`src/rtl/pipeline_hazard_ctrl.sv`:
```
// rtl/pipeline_hazard_ctrl.sv - stall/flush controller for the 5-stage MIPS pipeline
// Resolves memory freeze, taken-branch flush and load-use stalls; counts stalls/flushes.
module pipeline_hazard_ctrl #(
  parameter int MEM_TIMEOUT = 255,
  parameter int CNT_W       = 32
) (
  input  logic             clk_i,
  input  logic             rst_ni,
  input  logic [4:0]       id_rs_i,
  input  logic [4:0]       id_rt_i,
  input  logic             id_use_rs_i,
  input  logic             id_use_rt_i,
  input  logic             ex_memread_i,
  input  logic [4:0]       ex_rt_i,
  input  logic             mem_branch_taken_i,
  input  logic             mem_req_i,
  input  logic             mem_ready_i,
  output logic             pc_write_o,
  output logic             ifid_write_o,
  output logic             idex_write_o,
  output logic             exmem_write_o,
  output logic             ifid_flush_o,
  output logic             idex_flush_o,
  output logic             memwb_bubble_o,
  output logic             mem_err_o,
  output logic [CNT_W-1:0] stall_cnt_o,
  output logic [CNT_W-1:0] flush_cnt_o
);

  localparam int WAIT_W = $clog2(MEM_TIMEOUT + 1);

  typedef enum logic [1:0] {RUN, MEMWAIT, ERR} state_t;

  state_t             state_q, state_d;
  logic [WAIT_W-1:0]  wait_cnt_q, wait_cnt_d;
  logic [CNT_W-1:0]   stall_cnt_q, stall_cnt_d;
  logic [CNT_W-1:0]   flush_cnt_q, flush_cnt_d;
  logic               mem_err_q, mem_err_d;

  logic freeze, branch, load_use, timeout;

  always_comb begin
    freeze   = ((state_q == RUN) && mem_req_i && !mem_ready_i) ||
               ((state_q == MEMWAIT) && !mem_ready_i);
    timeout  = freeze && (wait_cnt_q == WAIT_W'(MEM_TIMEOUT - 1));
    branch   = !freeze && (state_q != ERR) && mem_branch_taken_i;
    // A load into r0 never produces a value worth waiting for.
    load_use = !freeze && !branch && (state_q != ERR) && ex_memread_i && (ex_rt_i != 5'd0) &&
               ((id_use_rs_i && (id_rs_i == ex_rt_i)) || (id_use_rt_i && (id_rt_i == ex_rt_i)));
  end

  always_ff @(posedge clk_i or negedge rst_ni) begin
    if (!rst_ni) begin
      state_q     <= RUN;
      wait_cnt_q  <= '0;
      stall_cnt_q <= '0;
      flush_cnt_q <= '0;
      mem_err_q   <= 1'b0;
    end else begin
      state_q     <= state_d;
      wait_cnt_q  <= wait_cnt_d;
      stall_cnt_q <= stall_cnt_d;
      flush_cnt_q <= flush_cnt_d;
      mem_err_q   <= mem_err_d;
    end
  end

  always_comb begin
    state_d = state_q;
    case (state_q)
      RUN:     if (timeout) state_d = ERR;
               else if (freeze) state_d = MEMWAIT;
      MEMWAIT: if (timeout) state_d = ERR;
               else if (mem_ready_i) state_d = RUN;
      default: state_d = ERR;
    endcase
    wait_cnt_d  = freeze ? wait_cnt_q + WAIT_W'(1) : '0;
    stall_cnt_d = (freeze || load_use) ? stall_cnt_q + CNT_W'(1) : stall_cnt_q;
    flush_cnt_d = branch ? flush_cnt_q + CNT_W'(1) : flush_cnt_q;
    mem_err_d   = (state_d == ERR);
  end

  always_comb begin
    pc_write_o     = 1'b1;
    ifid_write_o   = 1'b1;
    idex_write_o   = 1'b1;
    exmem_write_o  = 1'b1;
    ifid_flush_o   = 1'b0;
    idex_flush_o   = 1'b0;
    memwb_bubble_o = 1'b0;
    if (!rst_ni) begin
      pc_write_o     = 1'b0;
      ifid_write_o   = 1'b0;
      idex_write_o   = 1'b0;
      exmem_write_o  = 1'b0;
      ifid_flush_o   = 1'b1;
      idex_flush_o   = 1'b1;
      memwb_bubble_o = 1'b1;
    end else if ((state_q == ERR) || freeze) begin
      pc_write_o     = 1'b0;
      ifid_write_o   = 1'b0;
      idex_write_o   = 1'b0;
      exmem_write_o  = 1'b0;
      memwb_bubble_o = 1'b1;
    end else if (branch) begin
      ifid_flush_o   = 1'b1;
      idex_flush_o   = 1'b1;
    end else if (load_use) begin
      pc_write_o     = 1'b0;
      ifid_write_o   = 1'b0;
      idex_flush_o   = 1'b1;
    end
  end

  assign mem_err_o   = mem_err_q;
  assign stall_cnt_o = stall_cnt_q;
  assign flush_cnt_o = flush_cnt_q;

endmodule

```
`config.mk`:
```
export PLATFORM = sky130hd
export DESIGN_NAME = pipeline_hazard_ctrl
export DESIGN_NICKNAME = d
export VERILOG_FILES = /design/src/rtl/pipeline_hazard_ctrl.sv
export SDC_FILE = /design/constraint.sdc
export NUM_CORES = 1
export LEC_CHECK = 0
export BUFFER_PORTS_ARGS = -buffer_cell sky130_fd_sc_hd__buf_2
export CAP_MARGIN = 0
export CORE_MARGIN = 10
export CORE_UTILIZATION = 35
export CTS_CLUSTER_SIZE = 40
export DETAILED_ROUTE_END_ITERATION = 10
export SYNTH_ARGS = -nofsm -noshare
export SYNTH_HDL_FRONTEND = slang
export SYNTH_SLANG_ARGS = --single-unit
```
`constraint.sdc`:
```
create_clock -name clk_i -period 5.2 [get_ports clk_i]
set_clock_uncertainty 0.15 [all_clocks]
set_input_delay 0.26 -clock clk_i [delete_from_list [all_inputs] [get_ports clk_i]]
set_output_delay 0.26 -clock clk_i [all_outputs]
set_load 0.01 [all_outputs]
```
==> results of run 1 <==
stage by stage:
step | utilization | hold WS, ns | area [sq um] | cells | setup slack (ns)
2_1_floorplan | - | -0.186 | 3720 | 328 | 3.19
3_3_place_gp | 0.414 | -0.0284 | 4300 | 549 | 2.59
3_5_place_dp | 0.414 | -0.0304 | 4300 | 549 | 2.54
4_1_cts | 0.433 | 0.149 | 4490 | 566 | 2.66
5_1_grt | 0.433 | 0.169 | 4490 | 566 | 2.47
6_report | 0.433 | 0.159 | 4490 | 566 | 2.69
flip-flops by register name (all words and copies together), names as in the netlist:
name,count
mem_err_o,1
state_q,2
wait_cnt_q,8
flush_cnt_o,32
stall_cnt_o,32
power by group:
group	leakage (nW)	internal [mW]	total, mW	switching, mW
logic	1.16	0.107	0.243	0.136
clock network	0.0859	0.188	0.407	0.219
registers	0.997	0.636	0.712	0.0761
total	2.25	0.932	1.36	0.430
area by class of cell:
class / instances / area, sq um / area share
Multi-Input combinational cell: 239 / 1760 / 0.391
Tap cell: 136 / 170 / 0.0379
Clock inverter: 5 / 37.5 / 0.00837
Clock buffer: 11 / 141 / 0.0315
Timing Repair Buffer: 96 / 490 / 0.109
Sequential cell: 75 / 1880 / 0.418
Inverter: 4 / 15.0 / 0.00335
synth_stat cells (all sizes together), types with 2 or more instances:
library cell  instances
xor2                 40
nor3                 10
nand2                27
nor4b                 5
or2                   2
a21o                  2
mux2                  2
nand4                16
nor2                 20
inv                   4
nand3                27
nor3b                 5
and4                  4
and2                  4
buf                   9
ha                    4
nor4                 13
xnor2                38
nand2b                3
dfrtp                75
and3                  9
critical path, stage by stage (launching register included):
cell and delay, ns:
dfrtp_1 0.44, or2_2 0.42, and2_1 0.21, a31oi_4 0.76
nor4_1 0.19, xor2_1 0.19
kinds of logic after synthesis:
logic type / Yosys count
AO/OA/AOI/OAI: 7
multiplexers: 2
buffers and inverters: 14
AND/OR/NAND/NOR: 148
adder cells (fa/ha/maj): 4
flip-flops: 75
XOR/XNOR: 78
metal layers:
metal	part of all wire	vias up	track usage
met5	0	-	0
met4	0.0095	0	0.0306
met2	0.48	75	0.187
li1	-	1329	-
met1	0.45	1326	0.145
met3	0.066	8	0.0406
path summary, 6_finish.rpt:
| path | start | to | slack [ns] | depth (start not counted) |
|---|---|---|---|---|
| worst max register to register | state_q[1]$_DFF_PN0_ | stall_cnt_o[25]$_DFFE_PN0P_ | 2.69 | 5 |
| max in group asynchronous | rst_ni | flush_cnt_o[4]$_DFFE_PN0P_ | 3.68 | 3 |
| worst min register to register | flush_cnt_o[31]$_DFFE_PN0P_ | flush_cnt_o[31]$_DFFE_PN0P_ | 0.32 | 1 |
| worst max-delay path | state_q[1]$_DFF_PN0_ | stall_cnt_o[25]$_DFFE_PN0P_ | 2.69 | 5 |
| worst min-delay path | rst_ni | wait_cnt_q[6]$_DFF_PN0_ | 0.16 | 2 |
| min in group clk_i | mem_branch_taken_i | flush_cnt_o[2]$_DFFE_PN0P_ | 0.24 | 4 |
cells in the final DEF, fill, tap and decap left out, types with 4 or more instances in the layout:
cell / count
buf_2: 93
dfrtp_1: 75
xor2_1: 39
xnor2_1: 38
nand2_1: 27
nand3_1: 26
nor2_1: 19
nand4_1: 14
nor4_1: 10
nor3_1: 10
clkbuf_8: 10
and3_1: 9
inv_1: 4
nor3b_1: 4
ha_1: 4
==> flow_metrics.tcl, run 1 <==
set metrics [dict create \
    drv_slew 0 \
    cp-end-kind "flip-flop" \
    setup_viol 0 \
    drc 0 \
    ant_nets 0 \
    vias_per_cell 4.84 \
    p_per_area_mw_per_mm2 304 \
    nNetsFinal 452 \
    drtIter0Drc 150 \
    setup_tns_ns 0 \
    synth_compound_area_frac 0.0205 \
    clock-sinks 75 \
    grt_pass1_vias 2877 \
    synth_area_sq_mm 0.00372 \
    drtPass1Iterations 4 \
    ios 95 \
    min_period_ns 2.51 \
    drv_cap 0 \
    insertion_delay_ns 0.34 \
    yosys-top-cells-area "dfrtp_1 (50%), xor2_1 (9.2%), xnor2_1 (8.9%)" \
    rsz0062_at_grt "false" \
    cts_setup_buffers 0 \
    grt-ovfl-total 0 \
    die_y_microns 123 \
    worstPathMaxFanout 32 \
    ys_seq_area_frac 0.504 \
    synth-edff-count 0 \
    htreeDepth 3 \
    clkTransAtPathRegs_ns 0.08 \
    min_path_type "primary input to async pin" \
    synthFlopType "dfrtp_1" \
    post-dp-hpwl_microns 6620 \
    maxSlewHeadroom 0.355 \
    grtUsageTotal 0.116 \
    cts_tree "built" \
    synth_cell_types 45 \
    num_vias 2738 \
    yosys.area_share.simple 0.246 \
    max_freq_mhz 398 \
    yosys.area.top_type "dfrtp_1" \
    timing.final.crit_share 0.483 \
    yosysWarnings 0 \
    yosys_register_bits 75 \
    clock_path_buffers 2 \
    cp.arrival_ns 2.56 \
    muxShareOfSynthArea 0.00605 \
    cts_resized 0 \
    row_count 37 \
    finalPower_mw 1.36 \
    fillers 1019 \
    ys_async_sr_fraction 1.00 \
    synth.net_count 355 \
    n_antenna_cell 0 \
    synthCells 328 \
    hold_viol_final 0 \
    yosysTopAreaCellShare 0.504 \
    wl_per_cell_microns 15.3 \
    peakVddDrop_v 0.000259 \
    syn-mean-instance-area_sq_um 11.4 \
    status "completed" \
    syn2layout_area_growth_pct 20.5 \
    fp.coreArea_sq_mm 0.0104 \
    synthAdderAreaFrac 0.0134 \
    crit_required_ns 5.25 \
    die_area_sq_mm 0.0152 \
    synthXorXnorAreaFrac 0.185 \
    die_x_microns 123 \
    start_util 0.359 \
    gp_congestion 0.803 \
    grt_pass1_wl_microns 14300 \
    root_buffer "clkbuf_8" \
    port_buffers 94 \
    cts_hold_buf 1 \
    worstMarginPinSlew_ns 0.967 \
    antenna_found_initial 0 \
    cp-start-kind "flip-flop" \
    cts_made_buffers 9 \
    p_leak_nw 2.25 \
    drive_gt1_frac 0.307 \
    routed_wl_microns 8650 \
    crit_type "flip-flop to flip-flop" \
    grt_max_degree 67 \
    synth_top_family_by_area "simple AND/OR/NAND/NOR gates" \
]
No activity file was read; power rests on OpenSTA's default activity.
==> inputs of run 2 (changes only) <==
==> constraint.sdc (replaced) <==
create_clock -name clk_i -period 2.3 [get_ports clk_i]
set_clock_uncertainty 0.15 [all_clocks]
set_input_delay 0.115 -clock clk_i [delete_from_list [all_inputs] [get_ports clk_i]]
set_output_delay 0.115 -clock clk_i [all_outputs]
set_load 0.01 [all_outputs]
==> run 2 against run 1 <==
- fmax is 17% higher
- combinational power is 140% higher
- first-iteration DRC count is 15% higher
- sequential power is 120% higher
- global-route usage is 0.22 points higher
- final cell count is 1.1% higher
- register-to-register slack worse by 2.5 ns
- count of clock-buffer cells in the layout is 2 lower
- critical path depth is 1 higher
- sequential cell count stayed put
- critical endpoint is now flush_cnt_o[30]$_DFFE_PN0P_
==> flow_metrics.tcl, run 2 (synthesis results as in run 1) <==
set metrics [dict create \
    post-dp-hpwl_microns 6630 \
    clock-sinks 75 \
    r2r_end "flush_cnt_o[30]$_DFFE_PN0P_" \
    crit_end "flush_cnt_o[30]$_DFFE_PN0P_" \
    antenna_found_initial 0 \
    final_cell_mix "buf_2 (93), dfrtp_1 (75), xor2_1 (39)" \
    cp-end-kind "flip-flop" \
    drc 0 \
    ant_nets 0 \
    startpoint "flush_cnt_o[3]$_DFFE_PN0P_" \
    gp_congestion 0.802 \
    max_freq_mhz 464 \
    ios 95 \
    worstPathMaxFanout 6 \
    fin_hold_ws_ns 0.0611 \
    insertion_delay_ns 0.34 \
    min_period_ns 2.15 \
    maxSlewHeadroom 0.466 \
    grt-ovfl-total 0 \
    root_buffer "clkbuf_8" \
    vias_per_cell 4.80 \
    r2r.worst_path.cells 6 \
    use_met1 0.155 \
    routed_wl_microns 8800 \
    cp-start-kind "flip-flop" \
    timing.final.crit_share 0.937 \
    die_y_microns 123 \
    clock_path_buffers 2 \
    p_leak_nw 2.29 \
    die_x_microns 123 \
    htreeDepth 3 \
    setup_viol 0 \
    cp_slowest_cell "or3_1" \
    status "completed" \
    crit_required_ns 2.42 \
    fp.coreArea_sq_mm 0.0104 \
    peakVddDrop_v 0.000579 \
    clkTransAtPathRegs_ns 0.08 \
    crit_type "flip-flop to flip-flop" \
    start_util 0.359 \
    num_vias 2748 \
    wl_per_cell_microns 15.4 \
    die_area_sq_mm 0.0152 \
    drive_gt1_frac 0.319 \
    worst_path_largest_cell_delay_ns 0.53 \
    fillers 1025 \
    cts_made_buffers 9 \
    r2r_slack_ns 0.15 \
    worstMarginPinSlew_ns 0.802 \
    cp.arrival_ns 2.27 \
    syn2layout_area_growth_pct 22.5 \
    grt_pass1_wl_microns 14400 \
    drv_cap 0 \
    critical_path.cell_chain "and4_4 -> nand4_4 -> or3_1 -> nor2_4 -> and2_2 -> xor2_2" \
    n_antenna_cell 0 \
    drtIter0Drc 172 \
    grt_use_met2 0.181 \
    hold_viol_final 0 \
    drtPass1Iterations 4 \
    rsz0062_at_grt "false" \
    cts_tree "built" \
    final_common_cell "buf_2" \
    reg2reg_from "flush_cnt_o[3]$_DFFE_PN0P_" \
    grtUsageMet3 0.0337 \
    setup_tns_ns 0 \
    drv_slew 0 \
    port_buffers 94 \
    grt_busiest_layer "met2" \
    grtUsageTotal 0.118 \
    row_count 37 \
    p_per_area_mw_per_mm2 697 \
    grt_pass1_vias 2856 \
    cts_resized 0 \
    min_path_type "primary input to async pin" \
    nNetsFinal 459 \
    grt_max_degree 64 \
]
-- run 2: cell count changes in the layout (fill, tap and decap cells not counted), sizes merged --
cell | before | now
clkbuf | 11 | 9
bufinv | 0 | 1
buf | 95 | 102
clkinvlp | 2 | 3
clkinv | 2 | 1
-- run 2: worst max-delay path, delay by kind of cell, from the launching register on --
kind / cells / cell delay [ns]
and+or+nand+nor: 5 / 1.35
xor gates and xnor gates: 1 / 0.13
DFF: 1 / 0.46
-- run 2: report_power, final --
part	leakage [nW]	total, mW	switching [mW]	internal (mW)
clock	0.0877	0.996	0.500	0.497
combinational	1.20	0.581	0.320	0.261
sequential	0.997	1.60	0.165	1.44
-- run 2: what timing repair did --
| action | in CTS | in global routing |
|---|---|---|
| setup buffers | 0 | 0 |
| hold buffers | 1 | 0 |
| endpoints found under the hold margin | 12 | 0 |
-- run 2: how the worst min path moves through the flow --
| stage | from | endpoint | slack (ns) | cells after the start |
|---|---|---|---|---|
| after floorplan | rst_ni | flush_cnt_o[0]$_DFFE_PN0P_ | -0.33 | 0 |
| after global placement | rst_ni | wait_cnt_q[6]$_DFF_PN0_ | -0.17 | 1 |
| after detailed placement | rst_ni | wait_cnt_q[6]$_DFF_PN0_ | -0.17 | 1 |
| after CTS | rst_ni | flush_cnt_o[5]$_DFFE_PN0P_ | 0.07 | 2 |
| after global routing | rst_ni | wait_cnt_q[6]$_DFF_PN0_ | 0.08 | 2 |
| final | rst_ni | flush_cnt_o[5]$_DFFE_PN0P_ | 0.06 | 2 |
-- run 2: cell type report --
type	instances	area, sq um	share of cell area
inverters	4	15.0	0.00329
well taps	136	170	0.0373
flip-flops and latches	75	1880	0.411
clock buffers	9	124	0.0271
multi-input cells	239	1760	0.385
repair buffers	103	556	0.122
clock inverters	6	66.3	0.0145
-- run 2: metrics by stage --
step                power, mW   util  setup WS [ns]  instances  cell area, sq um
floorplan                1.93      -          0.293        328              3720
global placement         2.20  0.421          0.206        556              4360
detailed placement       2.22  0.421          0.175        556              4360
CTS                      3.23  0.440          0.143        572              4560
global route             3.37  0.440         0.0156        572              4560
finish                   3.18  0.440          0.146        572              4560
-- run 2: layer usage --
layer  vias to the layer above  part of all wire
met2                        60              0.48
met1                      1330              0.46
met3                         7             0.058
met4                         0             0.011
met5                         -                 0
li1                       1351                 -
